`config.mk`:
```
export PLATFORM = sky130hd
export DESIGN_NAME = burst_send_ctrl
export DESIGN_NICKNAME = d
export VERILOG_FILES = /design/src/rtl/uart_fifo_pkg.sv /design/src/rtl/burst_send_ctrl_rise_det.sv /design/src/rtl/burst_send_ctrl.sv
export SDC_FILE = /design/constraint.sdc
export NUM_CORES = 1
export LEC_CHECK = 0
export BUFFER_PORTS_ARGS = -buffer_cell sky130_fd_sc_hd__clkbuf_2
export CAP_MARGIN = 15
export CORE_MARGIN = 8
export CORE_UTILIZATION = 30
export CTS_BUF_LIST = sky130_fd_sc_hd__clkbuf_8
export CTS_CLUSTER_SIZE = 28
export DETAILED_ROUTE_END_ITERATION = 8
export PLACE_DENSITY_LB_ADDON = 0.2
export SLEW_MARGIN = 20
export SYNTH_ARGS = -nofsm -noshare
export SYNTH_HDL_FRONTEND = slang
export SYNTH_SLANG_ARGS = --single-unit
```
`constraint.sdc`:
```
create_clock -name sys_clk -period 3.1 [get_ports sys_clk]
set_clock_uncertainty 0.05 [all_clocks]
set_input_delay 0.62 -clock sys_clk [delete_from_list [all_inputs] [get_ports sys_clk]]
set_output_delay 0.62 -clock sys_clk [all_outputs]
set_load 0.05 [all_outputs]
```
`src/rtl/uart_fifo_pkg.sv`:
```
// Shared constants for the burst loopback path: burst size, byte width, timeouts,
// one-hot state codes for burst_send_ctrl and the bit positions of its error flags.
package uart_fifo_pkg;

    localparam int BURST_LEN = 256;
    localparam int DATA_W    = 8;
    localparam int CNT_W     = $clog2(BURST_LEN + 1);
    localparam int ACK_TO    = 15;

    localparam int ERR_OVF   = 0;
    localparam int ERR_SHORT = 1;
    localparam int ERR_ACKTO = 2;
    localparam int ERR_W     = 3;

    localparam logic [7:0] ST_IDLE  = 8'h01;
    localparam logic [7:0] ST_CLR   = 8'h02;
    localparam logic [7:0] ST_FILL  = 8'h04;
    localparam logic [7:0] ST_RD    = 8'h08;
    localparam logic [7:0] ST_LATCH = 8'h10;
    localparam logic [7:0] ST_ACK   = 8'h20;
    localparam logic [7:0] ST_WAIT  = 8'h40;
    localparam logic [7:0] ST_DONE  = 8'h80;

    typedef enum logic [7:0] {
        S_IDLE  = ST_IDLE,
        S_CLR   = ST_CLR,
        S_FILL  = ST_FILL,
        S_RD    = ST_RD,
        S_LATCH = ST_LATCH,
        S_ACK   = ST_ACK,
        S_WAIT  = ST_WAIT,
        S_DONE  = ST_DONE
    } state_t;

endpackage

```
`src/rtl/burst_send_ctrl_rise_det.sv`:
```
// Rising-edge detector: holds last sample in a flop, flags a 0->1 change in the
// current cycle. One cycle of history, no backpressure.
module rise_det (
    input  logic i_clk,
    input  logic i_rst_n,
    input  logic i_sig,
    output logic o_rise
);

    logic r_sig_d;

    always_ff @(posedge i_clk or negedge i_rst_n) begin
        if (!i_rst_n) begin
            r_sig_d <= 1'b0;
        end else begin
            r_sig_d <= i_sig;
        end
    end

    assign o_rise = i_sig & ~r_sig_d;

endmodule

```
`src/rtl/burst_send_ctrl.sv`:
```
// Burst sequencer: fills the FIFO from the byte generator, then drains it to the UART TX.
// All outputs registered; drain paced by tx_busy, ack timeout guards a stuck UART.
module burst_send_ctrl #(
    parameter int BURST_LEN = uart_fifo_pkg::BURST_LEN,
    parameter int CNT_W     = uart_fifo_pkg::CNT_W,
    parameter int ACK_TO    = uart_fifo_pkg::ACK_TO
) (
    input  logic                              sys_clk,
    input  logic                              sys_rst_n,
    input  logic                              start,
    input  logic                              abort,
    output logic                              gen_en,
    input  logic                              gen_ok,
    input  logic [uart_fifo_pkg::DATA_W-1:0]  gen_data,
    output logic                              fifo_clr,
    output logic                              fifo_wr_en,
    output logic [uart_fifo_pkg::DATA_W-1:0]  fifo_wr_data,
    input  logic                              fifo_full,
    output logic                              fifo_rd_en,
    input  logic [uart_fifo_pkg::DATA_W-1:0]  fifo_rd_data,
    input  logic                              fifo_empty,
    output logic                              tx_start,
    output logic [uart_fifo_pkg::DATA_W-1:0]  tx_data,
    input  logic                              tx_busy,
    output logic                              busy,
    output logic                              done,
    output logic [uart_fifo_pkg::ERR_W-1:0]   err,
    output logic [CNT_W-1:0]                  wr_cnt,
    output logic [CNT_W-1:0]                  sent_cnt
);

    import uart_fifo_pkg::*;

    localparam int              TO_W      = $clog2(ACK_TO + 1);
    localparam logic [CNT_W-1:0] C_LEN     = CNT_W'(BURST_LEN);
    localparam logic [CNT_W-1:0] C_LAST    = CNT_W'(BURST_LEN - 1);
    localparam logic [TO_W-1:0]  C_TO_LAST = TO_W'(ACK_TO - 1);

    state_t          r_state;
    logic            r_lat_ph;
    logic [TO_W-1:0] r_to_cnt;
    logic            w_gen_rise;
    logic            w_busy_rise;

    rise_det u_gen_rise (
        .i_clk   (sys_clk),
        .i_rst_n (sys_rst_n),
        .i_sig   (gen_ok),
        .o_rise  (w_gen_rise)
    );

    rise_det u_busy_rise (
        .i_clk   (sys_clk),
        .i_rst_n (sys_rst_n),
        .i_sig   (tx_busy),
        .o_rise  (w_busy_rise)
    );

    always_ff @(posedge sys_clk or negedge sys_rst_n) begin
        if (!sys_rst_n) begin
            r_state      <= S_IDLE;
            r_lat_ph     <= 1'b0;
            r_to_cnt     <= '0;
            gen_en       <= 1'b0;
            fifo_clr     <= 1'b0;
            fifo_wr_en   <= 1'b0;
            fifo_wr_data <= '0;
            fifo_rd_en   <= 1'b0;
            tx_start     <= 1'b0;
            tx_data      <= '0;
            busy         <= 1'b0;
            done         <= 1'b0;
            err          <= '0;
            wr_cnt       <= '0;
            sent_cnt     <= '0;
        end else begin
            fifo_clr   <= 1'b0;
            fifo_wr_en <= 1'b0;
            fifo_rd_en <= 1'b0;
            tx_start   <= 1'b0;
            done       <= 1'b0;

            // Abort leaves FIFO contents, counters and err as they are.
            if (abort && (r_state != S_IDLE)) begin
                gen_en  <= 1'b0;
                busy    <= 1'b0;
                r_state <= S_IDLE;
            end else begin
                case (r_state)
                    S_IDLE: begin
                        if (start && !abort) begin
                            fifo_clr <= 1'b1;
                            busy     <= 1'b1;
                            wr_cnt   <= '0;
                            sent_cnt <= '0;
                            err      <= '0;
                            r_state  <= S_CLR;
                        end
                    end
                    S_CLR: begin
                        gen_en  <= 1'b1;
                        r_state <= S_FILL;
                    end
                    S_FILL: begin
                        if (w_gen_rise) begin
                            if (fifo_full) begin
                                err[ERR_OVF] <= 1'b1;
                            end else begin
                                fifo_wr_en   <= 1'b1;
                                fifo_wr_data <= gen_data;
                            end
                            if (wr_cnt < C_LEN) begin
                                wr_cnt <= wr_cnt + CNT_W'(1);
                            end
                            // Final byte: generator is released with the last write strobe.
                            if (wr_cnt >= C_LAST) begin
                                gen_en  <= 1'b0;
                                r_state <= S_RD;
                            end
                        end
                    end
                    S_RD: begin
                        if (sent_cnt >= C_LEN) begin
                            done    <= 1'b1;
                            r_state <= S_DONE;
                        end else if (fifo_empty) begin
                            err[ERR_SHORT] <= 1'b1;
                            done           <= 1'b1;
                            r_state        <= S_DONE;
                        end else if (!tx_busy) begin
                            fifo_rd_en <= 1'b1;
                            r_lat_ph   <= 1'b0;
                            r_state    <= S_LATCH;
                        end
                    end
                    S_LATCH: begin
                        // First cycle carries the read strobe; read data lands a cycle later.
                        if (!r_lat_ph) begin
                            r_lat_ph <= 1'b1;
                        end else begin
                            tx_data  <= fifo_rd_data;
                            tx_start <= 1'b1;
                            if (sent_cnt < C_LEN) begin
                                sent_cnt <= sent_cnt + CNT_W'(1);
                            end
                            r_to_cnt <= '0;
                            r_state  <= S_ACK;
                        end
                    end
                    S_ACK: begin
                        if (w_busy_rise) begin
                            r_state <= S_WAIT;
                        end else if (r_to_cnt == C_TO_LAST) begin
                            err[ERR_ACKTO] <= 1'b1;
                            done           <= 1'b1;
                            r_state        <= S_DONE;
                        end else begin
                            r_to_cnt <= r_to_cnt + TO_W'(1);
                        end
                    end
                    S_WAIT: begin
                        if (!tx_busy) begin
                            r_state <= S_RD;
                        end
                    end
                    S_DONE: begin
                        busy    <= 1'b0;
                        r_state <= S_IDLE;
                    end
                    default: begin
                        gen_en  <= 1'b0;
                        busy    <= 1'b0;
                        r_state <= S_IDLE;
                    end
                endcase
            end
        end
    end

endmodule

```
==> metrics, run 1 <==
Starting Density 0.303; critical-path maximum fanout 8; die outline area 13000 sq um; Resized Gates After CTS 0; Post-Place Cell Area 3370 sq um; reg2reg start r_state[0]; final count of pins violating max slew 0; Distinct cells, synth 56; final-layout setup total negative slack 0 ns; I/O pin count 68; number of warnings issued by yosys 0; FILL cells 1031; Cell Chain, Critical Path or4b_1 -> nor2_4 -> nor2_1 -> nor3_4 -> mux2_1; number of antenna-violating nets in the routed design 0; post-route design area 3570 sq um; number of enable flip-flop cells after synthesis 0; vias in the first global route 2357; number of detailed-routing iterations run before antenna repair 4; number of setup violations in the final report 0; setup repair after global routing missed its margin no; drt initial violations 66; Setup Crit Path Kind flop to flop; critical path arrival 2.64 ns; half-perimeter wire length of the detailed placement result 5420 um; most frequent standard cell in the layout excluding fill and tap cells sky130_fd_sc_hd__clkbuf_2; Final #Nets 375; row count 36; clock root cell sky130_fd_sc_hd__clkbuf_8; outcome finished, final reports clean; overall power after layout 0.00178 W; buffer levels on the longest clock path 2; clock edge transition at the registers on the reported setup and hold paths 0.07 ns; IR drop worst, VDD 0.204 mV; critical path launch point type flop; CTS sink count 59; number of nets in the synthesized netlist 303; fraction of layout instances using a drive strength above 1 0.289; overflow left after global routing 0; Global Route Usage Sum 0.115; maximum number of pins on one net before global-route repair 26; predominant post-synthesis flop cell sky130_fd_sc_hd__dfrtp_1; number of synthesized register bits 59; critical path endpoint category flop; input/output buffers 67; wire length of the first global-routing pass 11800 um; commonest non-fill, non-tap cells in the layout sky130_fd_sc_hd__clkbuf_2 (67), sky130_fd_sc_hd__dfrtp_1 (58), sky130_fd_sc_hd__nor2_1 (29), sky130_fd_sc_hd__nand2_1 (20), sky130_fd_sc_hd__mux2_1 (16); post-route clock period utilization 0.795; highest metal layer with signal wires met4; Max Cap Violations 0; critical-path cell with the highest stage delay sky130_fd_sc_hd__dfstp_2; Avg Inst Size Synth 10.6 sq um; sequential fraction of the synthesis area 0.511; die height 114 um; Worst Max-Slew Pin Slew 0.585 ns; Post-synth ARST share 1.00; data required time at the worst endpoint 3.27 ns; static leakage 1.76 nW; Core Region 9550 sq um; total length of routed met3 wires 529 um; met1 layer wirelength in the final routing 3210 um; clock insertion delay at the later pin of the skew report 0.34 ns; number of hold-slack violations in the final timing report 0; post-synthesis instance area 2890 sq um; time the final worst path needs with I/O delays and setup 2.46 ns; DRC errors left 0; total inserted antenna cells 0; CTS Hold Buffers Added 0; Max Clock Freq 406 MHz; antenna violations before repair 0; layout overhead on the synthesized area 23.7%; CTS tree done; instance count of the mapped netlist 273; routed via count divided by cell count 4.74; slowest cell delay on critical path 0.60 ns; remaining max-slew budget at the tightest pin 0.608; horizontal die dimension 114 um; CTS HTree Levels 3; met2 wire len 3350 um; type of the worst min-delay path input pin to async pin; final estimated routing congestion in global placement 0.825; number of clock buffers inserted by TritonCTS 9; Post-CTS Setup Inserts 0; Power per Cell Area 499 nW/um^2; average wire length per cell after detail routing 14.8 um; detailed-route via count 2291; detailed-route wire length 7150 um; worst setup path startpoint r_state[0]
-- flip-flops by register name, summed over array words and instances (netlist names) --
name / count
busy: 1
r_to_cnt: 4
u_gen_rise.r_sig_d: 1
tx_data: 8
fifo_clr: 1
sent_cnt: 9
done: 1
gen_en: 1
tx_start: 1
r_state: 8
fifo_wr_data: 8
u_busy_rise.r_sig_d: 1
r_lat_ph: 1
err: 3
fifo_rd_en: 1
fifo_wr_en: 1
wr_cnt: 9
-- synthesized netlist by cell type (2+ instances only) --
master | count | area share
sky130_fd_sc_hd__and2_1 | 2 | 0.0043
sky130_fd_sc_hd__a41oi_1 | 2 | 0.0061
sky130_fd_sc_hd__o22a_1 | 2 | 0.0061
sky130_fd_sc_hd__clkbuf_1 | 7 | 0.0091
sky130_fd_sc_hd__nor3_1 | 5 | 0.0087
sky130_fd_sc_hd__mux2i_1 | 2 | 0.0069
sky130_fd_sc_hd__nand2_1 | 20 | 0.026
sky130_fd_sc_hd__nor4_1 | 6 | 0.013
sky130_fd_sc_hd__and4_1 | 2 | 0.0061
sky130_fd_sc_hd__inv_2 | 4 | 0.0052
sky130_fd_sc_hd__nand3b_1 | 2 | 0.0052
sky130_fd_sc_hd__o21ai_1 | 7 | 0.012
sky130_fd_sc_hd__nor2_1 | 29 | 0.038
sky130_fd_sc_hd__o31ai_1 | 3 | 0.0078
sky130_fd_sc_hd__and3_1 | 5 | 0.011
sky130_fd_sc_hd__a32o_1 | 2 | 0.0069
sky130_fd_sc_hd__nor4b_2 | 3 | 0.016
sky130_fd_sc_hd__ha_1 | 6 | 0.026
sky130_fd_sc_hd__o211ai_1 | 2 | 0.0052
sky130_fd_sc_hd__or3_1 | 3 | 0.0065
sky130_fd_sc_hd__or4_1 | 3 | 0.0078
sky130_fd_sc_hd__nor4b_1 | 3 | 0.0091
sky130_fd_sc_hd__nand3_1 | 9 | 0.016
sky130_fd_sc_hd__xnor2_1 | 9 | 0.027
sky130_fd_sc_hd__nand2b_1 | 4 | 0.0087
sky130_fd_sc_hd__nor2b_1 | 3 | 0.0065
sky130_fd_sc_hd__xor2_1 | 3 | 0.0091
sky130_fd_sc_hd__a21oi_1 | 9 | 0.016
sky130_fd_sc_hd__dfrtp_1 | 58 | 0.50
sky130_fd_sc_hd__o21ai_0 | 3 | 0.0052
sky130_fd_sc_hd__nand4_1 | 9 | 0.019
sky130_fd_sc_hd__mux2_1 | 16 | 0.062
sky130_fd_sc_hd__inv_1 | 7 | 0.0091
-- logic make-up (layout without fill, tap and decap cells) --
family,after synthesis,in the layout,synth area share
muxes,18,18,0.0693
and+or+nand+nor,117,117,0.234
buffers and inverters,22,99,0.0329
xor gates and xnor gates,12,12,0.0364
AOI/OAI and AO/OA,39,39,0.0905
DFF,59,59,0.511
adders and majority gates,6,6,0.0260
-- through the flow --
step	instances	setup slack, ns	utilization	hold slack, ns
detailed placement	467	0.601	0.353	0.424
CTS	483	0.588	0.374	0.179
floorplan	273	0.604	-	0.274
finish	483	0.636	0.374	0.177
global route	483	0.446	0.374	0.194
global placement	467	0.609	0.353	0.416
-- worst max-delay path: cells and delay by family, from the launching register on --
kind | cells | cell delay [ns]
muxes | 1 | 0.37
and+or+nand+nor | 4 | 1.32
DFF | 1 | 0.60
-- metal layers --
metal,vias to the layer above,global-route usage
li1,1138,-
met1,1086,0.138
met2,61,0.181
met3,6,0.0512
met4,0,0.0373
met5,-,0
-- path summary, 6_finish.rpt --
path                                            to  slack (ns)  depth (start not counted)
worst min register to register     fifo_wr_data[5]        0.43                          1
worst min-delay path                   sent_cnt[2]        0.18                          1
worst max-delay path               fifo_wr_data[0]        0.64                          5
max in group asynchronous               r_state[4]        2.11                          2
worst max register to register     fifo_wr_data[0]        0.64                          5
min in group sys_clk            u_gen_rise.r_sig_d        0.38                          1
-- power breakdown --
group | internal [W] | total, W | switching, W
registers | 0.000796 | 0.000829 | 0.0000331
logic | 0.0000721 | 0.000251 | 0.000179
clock network | 0.000374 | 0.000703 | 0.000329
-- cell type report --
| class | instances | area [sq um] | area share |
|---|---|---|---|
| Clock buffer | 9 | 124 | 0.0347 |
| Clock inverter | 7 | 78.8 | 0.0221 |
| Multi-Input combinational cell | 192 | 1320 | 0.369 |
| Sequential cell | 59 | 1480 | 0.413 |
| Timing Repair Buffer | 71 | 365 | 0.102 |
| Inverter | 12 | 45.0 | 0.0126 |
| Tap cell | 133 | 166 | 0.0466 |
Note: power is estimated with default switching activity, not from simulation.
==> run 2: changes to the inputs <==
==> constraint.sdc (replaced) <==
create_clock -name sys_clk -period 2.2 [get_ports sys_clk]
set_clock_uncertainty 0.05 [all_clocks]
set_input_delay 0.44 -clock sys_clk [delete_from_list [all_inputs] [get_ports sys_clk]]
set_output_delay 0.44 -clock sys_clk [all_outputs]
set_load 0.05 [all_outputs]
==> run 2 against run 1 <==
Against the previous run: the flow now finishes with violations (hold timing); sequential power grew 38%; design area grew 11%; count of clock-buffer cells in the layout grew 2; sequential share of layout area shrank 4.0 points; clock power grew 61%; sequential cell count is the same; critical path depth is the same.
==> metrics, run 2 (same netlist as run 1, synthesis figures left out) <==
largest registers sent_cnt: 9 flops, wr_cnt: 9 flops; critical path endpoint category flop; CTS Hold Buffers Added 0; Max Clock Freq 459 MHz; commonest non-fill, non-tap cells in the layout sky130_fd_sc_hd__clkbuf_2 (67), sky130_fd_sc_hd__dfrtp_1 (58), sky130_fd_sc_hd__buf_4 (37), sky130_fd_sc_hd__nor2_1 (28), sky130_fd_sc_hd__nand2_1 (20); time the final worst path needs with I/O delays and setup 2.18 ns; outcome finished, violations left; hold slack final -0.00271 ns; clock power share 0.412; Switching Fraction 0.277; half-perimeter wire length of the detailed placement result 5760 um; drt initial violations 88; critical path arrival 2.35 ns; routed via count divided by cell count 4.81; CTS HTree Levels 3; CTS tree done; overflow left after global routing 0; combinational share of power 0.170; cell depth of the worst flop-to-flop path 5; flop2flop setup slack 0.02 ns; critical-path maximum fanout 6; final estimated routing congestion in global placement 0.810; sequential group share of total power 0.417; global routing's busiest layer met2; detailed-route via count 2496; switching pwr 0.000759 W; critical register-to-register path endpoint wr_cnt[3]; GR Util met2 0.198; clock insertion delay at the later pin of the skew report 0.34 ns; row count 36; clock edge transition at the registers on the reported setup and hold paths 0.07 ns; Power per Cell Area 692 nW/um^2; I/O pin count 68; CTS sink count 59; detailed-route wire length 7570 um; Global Route Usage Sum 0.126; die height 114 um; Core Region 9550 sq um; data required time at the worst endpoint 2.37 ns; buffer levels on the longest clock path 2; critical path launch point type flop; final-layout setup total negative slack 0 ns; most frequent standard cell in the layout excluding fill and tap cells sky130_fd_sc_hd__clkbuf_2; IR drop worst, VDD 0.350 mV; clock root cell sky130_fd_sc_hd__clkbuf_8; Setup Crit Path Kind flop to flop; wire length of the first global-routing pass 13000 um; number of setup violations in the final report 0; overall power after layout 0.00274 W; post-route clock period utilization 0.989; Worst Max-Slew Pin Slew 0.486 ns; internal cell power 0.00198 W; global-route met3 utilization 0.0506; die outline area 13000 sq um; reg2reg start r_state[6]; type of the worst min-delay path input pin to async pin; fraction of layout instances using a drive strength above 1 0.368; vias in the first global route 2624; Final #Nets 411; remaining max-slew budget at the tightest pin 0.673; static leakage 1.99 nW; met1 Use GR 0.153; average wire length per cell after detail routing 14.6 um; setup repair after global routing missed its margin yes; layout overhead on the synthesized area 36.9%; number of antenna-violating nets in the routed design 0; Max Cap Violations 0; final count of pins violating max slew 0; number of detailed-routing iterations run before antenna repair 4; DRC errors left 0; input/output buffers 67; antenna violations before repair 0; Starting Density 0.303; total inserted antenna cells 0; number of hold-slack violations in the final timing report 5; violated checks hold timing; number of clock buffers inserted by TritonCTS 9; horizontal die dimension 114 um; maximum number of pins on one net before global-route repair 43
[run 2: changes by cell type in the layout (fill, tap and decap cells not counted), moves of 2 or more]
cell,previous run,this run
sky130_fd_sc_hd__clkinv_4,3,0
sky130_fd_sc_hd__clkbuf_8,9,11
sky130_fd_sc_hd__clkinvlp_4,3,1
sky130_fd_sc_hd__buf_4,4,37
sky130_fd_sc_hd__buf_12,0,3
sky130_fd_sc_hd__nor4b_2,3,1
sky130_fd_sc_hd__nor4b_4,0,2
[run 2: timing repair]
item / CTS / global route
setup buffers: 0 / 1
endpoints found under the setup margin: 1 / 21
pin swaps: 1 / 2
resized for setup: 0 / 3
[run 2: per-stage QoR]
step                      area [sq um]  utilization  cells  setup slack (ns)  hold slack, ns
after global routing              3960        0.414    519           -0.0430          0.0242
after detailed placement          3710        0.388    502            0.0118           0.378
after CTS                         3940        0.412    518            0.0105        0.000919
after global placement            3710        0.388    502            0.0564           0.370
final                             3960        0.414    519            0.0232        -0.00271
after floorplan                   2940            -    273           -0.0718          0.0944
[run 2: worst max-delay path by stage]
stage | from | end
finish | r_state[6] | wr_cnt[3]
global route | r_state[6] | wr_cnt[3]
global placement | r_state[5] | wr_cnt[3]
detailed placement | r_state[5] | wr_cnt[3]
floorplan | r_state[5] | wr_cnt[3]
CTS | r_state[5] | wr_cnt[3]
[run 2: final cells by class]
cell class	instances	area [sq um]
clock inverters	5	76.3
well taps	133	166
clock buffers	11	151
fillers	997	5590
repair buffers	107	673
flip-flops and latches	59	1480
inverters	12	47.5
multi-input cells	192	1370
[run 2: power groups by stage]
stage	clock [W]	combinational, W	sequential, W
after CTS	0.00118	0.000472	0.00114
final	0.00113	0.000466	0.00114
after global routing	0.00122	0.000504	0.00115
after global placement	0	0.000470	0.00116
after floorplan	0	0.000156	0.00128
after detailed placement	0	0.000469	0.00116
[run 2: per-layer routing]
layer | wire length, um | vias to the layer above
met4 | 89 | 0
met3 | 584 | 9
met2 | 3400 | 73
li1 | - | 1205
met5 | 0 | -
met1 | 3490 | 1209
[run 2: critical path, cell delays in order, from the launching register on]
cell and delay [ns]:
sky130_fd_sc_hd__dfrtp_1 0.38, sky130_fd_sc_hd__or4_4 0.60, sky130_fd_sc_hd__or4b_4 0.58, sky130_fd_sc_hd__nor4b_4 0.24, sky130_fd_sc_hd__xnor2_1 0.16, sky130_fd_sc_hd__nor2_1 0.07
